===== src/rtl/vram_arbiter.sv =====
// vram_arbiter: single-port video RAM arbiter. Display reads always win and
// return data a fixed three cycles after the request. Pixel writes are queued
// in a small in-order FIFO and drained into cycles the display leaves idle,
// optionally only during vertical blanking.
module vram_arbiter #(
    parameter int ADDR_W     = 15,
    parameter int DATA_W     = 12,
    parameter int FIFO_DEPTH = 4
) (
    input  logic                          pixelClk,
    input  logic                          reset,
    input  logic                          disp_req,
    input  logic [ADDR_W-1:0]             disp_addr,
    output logic                          disp_rvalid,
    output logic [DATA_W-1:0]             disp_rdata,
    input  logic                          wr_valid,
    output logic                          wr_ready,
    input  logic [ADDR_W-1:0]             wr_addr,
    input  logic [DATA_W-1:0]             wr_data,
    input  logic                          blank_only,
    input  logic                          vblank,
    output logic                          ram_en,
    output logic                          ram_we,
    output logic [ADDR_W-1:0]             ram_addr,
    output logic [DATA_W-1:0]             ram_wdata,
    input  logic [DATA_W-1:0]             ram_rdata,
    output logic [$clog2(FIFO_DEPTH):0]   fifo_level,
    output logic                          busy
);

    localparam int PTR_W = $clog2(FIFO_DEPTH);
    localparam int LVL_W = PTR_W + 1;
    localparam logic [LVL_W-1:0] FULL_LVL = LVL_W'(FIFO_DEPTH);

    typedef enum logic [1:0] {
        GNT_IDLE  = 2'd0,
        GNT_DISP  = 2'd1,
        GNT_DRAIN = 2'd2
    } grant_e;

    grant_e grant;
    logic   push;
    logic   pop;

    // FIFO storage: no reset needed, pointers alone define what is valid.
    logic [ADDR_W-1:0] fifo_addr [FIFO_DEPTH];
    logic [DATA_W-1:0] fifo_data [FIFO_DEPTH];

    logic [PTR_W-1:0]  wr_ptr_q,    wr_ptr_d;
    logic [PTR_W-1:0]  rd_ptr_q,    rd_ptr_d;
    logic [LVL_W-1:0]  count_q,     count_d;
    logic              wr_ready_q,  wr_ready_d;
    logic              ram_en_q,    ram_en_d;
    logic              ram_we_q,    ram_we_d;
    logic [ADDR_W-1:0] ram_addr_q,  ram_addr_d;
    logic [DATA_W-1:0] ram_wdata_q, ram_wdata_d;
    logic              rv1_q,       rv1_d;
    logic              rv2_q,       rv2_d;
    logic              rvalid_q,    rvalid_d;
    logic [DATA_W-1:0] rdata_q,     rdata_d;
    logic              busy_q,      busy_d;

    // Grant decision, FIFO bookkeeping and next RAM command for this cycle.
    always_comb begin
        grant       = GNT_IDLE;
        push        = wr_valid & wr_ready_q;
        pop         = 1'b0;
        wr_ptr_d    = wr_ptr_q;
        rd_ptr_d    = rd_ptr_q;
        count_d     = count_q;
        ram_en_d    = 1'b0;
        ram_we_d    = 1'b0;
        ram_addr_d  = ram_addr_q;
        ram_wdata_d = ram_wdata_q;

        if (disp_req) begin
            grant = GNT_DISP;
        end else if ((count_q != '0) && (!blank_only || vblank)) begin
            grant = GNT_DRAIN;
        end

        case (grant)
            GNT_DISP: begin
                ram_en_d   = 1'b1;
                ram_addr_d = disp_addr;
            end
            GNT_DRAIN: begin
                pop         = 1'b1;
                ram_en_d    = 1'b1;
                ram_we_d    = 1'b1;
                ram_addr_d  = fifo_addr[rd_ptr_q];
                ram_wdata_d = fifo_data[rd_ptr_q];
            end
            default: ;
        endcase

        if (push) begin
            wr_ptr_d = wr_ptr_q + 1'b1;
        end
        if (pop) begin
            rd_ptr_d = rd_ptr_q + 1'b1;
        end
        if (push && !pop) begin
            count_d = count_q + 1'b1;
        end else if (pop && !push) begin
            count_d = count_q - 1'b1;
        end

        // Ready comes from the next occupancy so it stays a pure flop output.
        wr_ready_d = (count_d != FULL_LVL);

        // Read return pipeline: access, RAM data, registered output.
        rv1_d    = (grant == GNT_DISP);
        rv2_d    = rv1_q;
        rvalid_d = rv2_q;
        rdata_d  = rv2_q ? ram_rdata : rdata_q;

        busy_d = (count_d != '0) | ram_en_d | rv2_d;
    end

    // Write accepted pixels into the FIFO slot at the write pointer.
    always_ff @(posedge pixelClk) begin
        if (push) begin
            fifo_addr[wr_ptr_q] <= wr_addr;
            fifo_data[wr_ptr_q] <= wr_data;
        end
    end

    // State registers; reset empties the FIFO and cancels returns in flight.
    always_ff @(posedge pixelClk or posedge reset) begin
        if (reset) begin
            wr_ptr_q    <= '0;
            rd_ptr_q    <= '0;
            count_q     <= '0;
            wr_ready_q  <= 1'b0;
            ram_en_q    <= 1'b0;
            ram_we_q    <= 1'b0;
            ram_addr_q  <= '0;
            ram_wdata_q <= '0;
            rv1_q       <= 1'b0;
            rv2_q       <= 1'b0;
            rvalid_q    <= 1'b0;
            rdata_q     <= '0;
            busy_q      <= 1'b0;
        end else begin
            wr_ptr_q    <= wr_ptr_d;
            rd_ptr_q    <= rd_ptr_d;
            count_q     <= count_d;
            wr_ready_q  <= wr_ready_d;
            ram_en_q    <= ram_en_d;
            ram_we_q    <= ram_we_d;
            ram_addr_q  <= ram_addr_d;
            ram_wdata_q <= ram_wdata_d;
            rv1_q       <= rv1_d;
            rv2_q       <= rv2_d;
            rvalid_q    <= rvalid_d;
            rdata_q     <= rdata_d;
            busy_q      <= busy_d;
        end
    end

    assign wr_ready    = wr_ready_q;
    assign ram_en      = ram_en_q;
    assign ram_we      = ram_we_q;
    assign ram_addr    = ram_addr_q;
    assign ram_wdata   = ram_wdata_q;
    assign disp_rvalid = rvalid_q;
    assign disp_rdata  = rdata_q;
    assign fifo_level  = count_q;
    assign busy        = busy_q;

endmodule


===== config.mk =====
export PLATFORM = sky130hd
export DESIGN_NAME = vram_arbiter
export DESIGN_NICKNAME = d
export VERILOG_FILES = /design/src/rtl/vram_arbiter.sv
export SDC_FILE = /design/constraint.sdc
export NUM_CORES = 1
export LEC_CHECK = 0
export CAP_MARGIN = 20
export CORE_ASPECT_RATIO = 0.7
export CORE_MARGIN = 2
export CORE_UTILIZATION = 51
export DETAILED_ROUTE_END_ITERATION = 10
export HOLD_SLACK_MARGIN = 0.05
export PLACE_DENSITY = 0.73
export RECOVER_POWER = 100
export SYNTH_ARGS = -nofsm -noshare
export SYNTH_HDL_FRONTEND = slang
export SYNTH_SLANG_ARGS = --single-unit

===== constraint.sdc =====
create_clock -name pixelClk -period 2.6 [get_ports pixelClk]
set_clock_uncertainty 0.2 [all_clocks]
set_input_delay 0.39 -clock pixelClk [delete_from_list [all_inputs] [get_ports pixelClk]]
set_output_delay 0.39 -clock pixelClk [all_outputs]
set_load 0.1 [all_outputs]

==> run summary <==
outcome: completed
chip width: 135 um
CTS buffer count: 17
largest family of logic cells by synthesized area: multiplexers
Synth Area in XOR/XNOR: 0.00857
Ports: 107
ranking of synthesized cells by area: edfxtp_1 (53%), dfrtp_1 (22%), mux4_2 (9.9%)
setup violators final: 0
NumNets Final: 530
syn avg cell area: 18.2 sq um
CP Buf/Inv Count: 3
sequential element share of the synthesized area: 0.745
Simple-Gate Fraction of Synth Area: 0.0575
synthesized area: 0.00613 sq mm
fill count: 877
hold_buf cts: 0
first-pass GRT wire length: 19400 um
fmax: 434 MHz
FP Rows: 33
crit-path cells: clkdlybuf4s50_1 -> clkbuf_1 -> nor2_1 -> buf_4 -> a221o_1
Worst setup EP type: register
post-DR wirelength/cell: 19.4 um
Residual DRC: 0
vias per inst: 5.44
Post-Synth Adder-Cell Area: 0.0143
Synth cell types: 31
RSZ-0062 raised after global routing: no
fin cells: 634
Area Growth Syn to Fin: 25.9%
Hold WS: 193 ps
crit path DAT: 2390 ps
I/O Buffers: 106
clk_lat worst skew: 410 ps
Die Ht: 95.8 um
DR iter-0 viols: 208
CP max-delay cell: clkbuf_1
EDFF count, synth: 108
share of layout cells above drive strength 1: 0.185
Final GP Congestion: 0.809
Synth area leader: edfxtp_1
placed cell count: 601
hold crit path type: register to register
Crit path max-delay family: buffers and inverters
syn_nets: 404
gr usage total: 0.209
HPWL after DPL: 7990 um
mux contribution to synthesized area: 0.125
Starting Density: 0.523
CTS H-tree lvls: 4
Synth async-reset ratio: 0.329
die area: 0.0129 sq mm
vias: 3450
grt ovf: 0
clock root cell: clkbuf_16
highest ir drop seen on vdd: 0.945 mV
Yosys top cell area share: 0.529
Max transition margin: 0.0953
Max stage delay on crit path: 620 ps
clk slew on worst S/H paths: 60 ps
Max Cap Viol: 0
post_cts resized: 0
final wirelength: 12300 um
min Tclk post-route: 2300 ps
Fin Setup TNS: 0 ps
fin crit share: 0.885
core box area: 0.0117 sq mm
drt first pass iters: 4
Top FF cell, synth: edfxtp_1
vias in the first global route: 3579
initial antenna violation count: 1
CTS tree: yes
Ys Warns: 0
Cells after Synth: 337
Slew @ Worst Pin: 1360 ps
P_leak: 2.90 nW
#FFs+latches synth: 161
Slew Limit Fails: 0
Total Power: 0.00972 W
crit path max fanout: 17
Req. time, crit path: 2690 ps
worst-case clock buffer depth: 2
largest net degree at the start of global routing: 54
PwrDens: 1260 mW/mm^2
Fin. Hold Viols: 0
final antenna-violating net count: 0
Synth Area in Compound Gates: 0.0304
Crit Path Category: input pin to register
Startpoint Class: input pin
CTS sink cnt: 161
setup repair bufs after CTS: 0
## worst paths after layout
kind	slack, ps	cells past startpoint	endpoint	from
min in group asynchronous	680	3	ram_addr[14]$_DFFE_PP0P_	reset
max in group asynchronous	600	3	rd_ptr_q[0]$_DFFE_PP0N_	reset
worst max register to register	310	7	busy$_DFF_PP0_	fifo_level[1]$_DFF_PP0_
worst min register to register	190	0	rv2_q$_DFF_PP0_	rv1_q$_DFF_PP0_
worst max-delay path	300	5	ram_addr[7]$_DFFE_PP0P_	disp_req
worst min-delay path	190	0	rv2_q$_DFF_PP0_	rv1_q$_DFF_PP0_
## power breakdown
| group | leakage (nW) | switching [W] | total [W] | internal (W) |
|---|---|---|---|---|
| Combinational | 1.00 | 0.00260 | 0.00355 | 0.000951 |
| Clock | 0.284 | 0.000932 | 0.00249 | 0.00156 |
| Sequential | 1.61 | 0.000328 | 0.00368 | 0.00335 |
## through the flow
stage | instance area [sq um] | util | setup WS (ps)
after detailed placement | 7360 | 0.628 | 379
after CTS | 7960 | 0.679 | 400
after floorplan | 6130 | - | 11.2
after global placement | 7360 | 0.628 | 459
after global routing | 7720 | 0.658 | 169
final | 7720 | 0.658 | 298
## cells in the mapped netlist (all sizes together) (2+ instances only)
cell and instances:
edfxtp 108, dfrtp 53, nand2 41, mux4 27, and3 18, a221o 14, mux2 13, inv 10
buf 9, clkbuf 7, ha 7, nor2 7, xnor2 6, nand3 3, a21oi 2, nor2b 2
## state kept, by name (all words and copies together), names as in the netlist
register	cells
fifo_addr	60
fifo_data	48
ram_addr	15
disp_rdata	12
ram_wdata	12
fifo_level	3
rd_ptr_q	2
wr_ptr_q	2
busy	1
disp_rvalid	1
ram_en	1
ram_we	1
rv1_q	1
rv2_q	1
wr_ready	1
## metal layers
metal / track usage / up-vias / wire length [um]
met1: 0.289 / 1749 / 5560
li1: - / 1555 / -
met3: 0.0542 / 16 / 826
met5: 0 / - / 0
met4: 0.0729 / 0 / 167
met2: 0.328 / 130 / 5770
## logic make-up (layout without fill, tap and decap cells)
logic type | Yosys count | after routing
XOR/XNOR | 6 | 6
AND/OR/NAND/NOR | 75 | 75
multiplexers | 41 | 41
adder cells (fa/ha/maj) | 7 | 7
other | 0 | 1
buffers and inverters | 26 | 165
flip-flops | 161 | 161
AO/OA/AOI/OAI | 21 | 21
## area by class of cell
cell class | count | area, sq um | share of cell area
Antenna cell | 1 | 2.50 | 0.000324
Clock buffer | 23 | 468 | 0.0606
Clock inverter | 9 | 131 | 0.0170
Inverter | 10 | 37.5 | 0.00486
Multi-Input combinational cell | 150 | 1440 | 0.187
Sequential cell | 161 | 4570 | 0.592
Tap cell | 157 | 196 | 0.0254
Timing Repair Buffer | 123 | 871 | 0.113
## placed cells by master (no fill, tap or decap), types with 13 or more instances in the layout
| cell | count |
|---|---|
| mux2_2 | 13 |
| clkbuf_1 | 52 |
| edfxtp_1 | 108 |
| dlygate4sd3_1 | 29 |
| clkbuf_16 | 17 |
| a221o_1 | 14 |
| and3_1 | 18 |
| nand2_1 | 40 |
| dfrtp_1 | 51 |
| mux4_2 | 27 |
| clkdlybuf4s50_1 | 30 |
No activity file was read; power rests on OpenSTA's default activity.
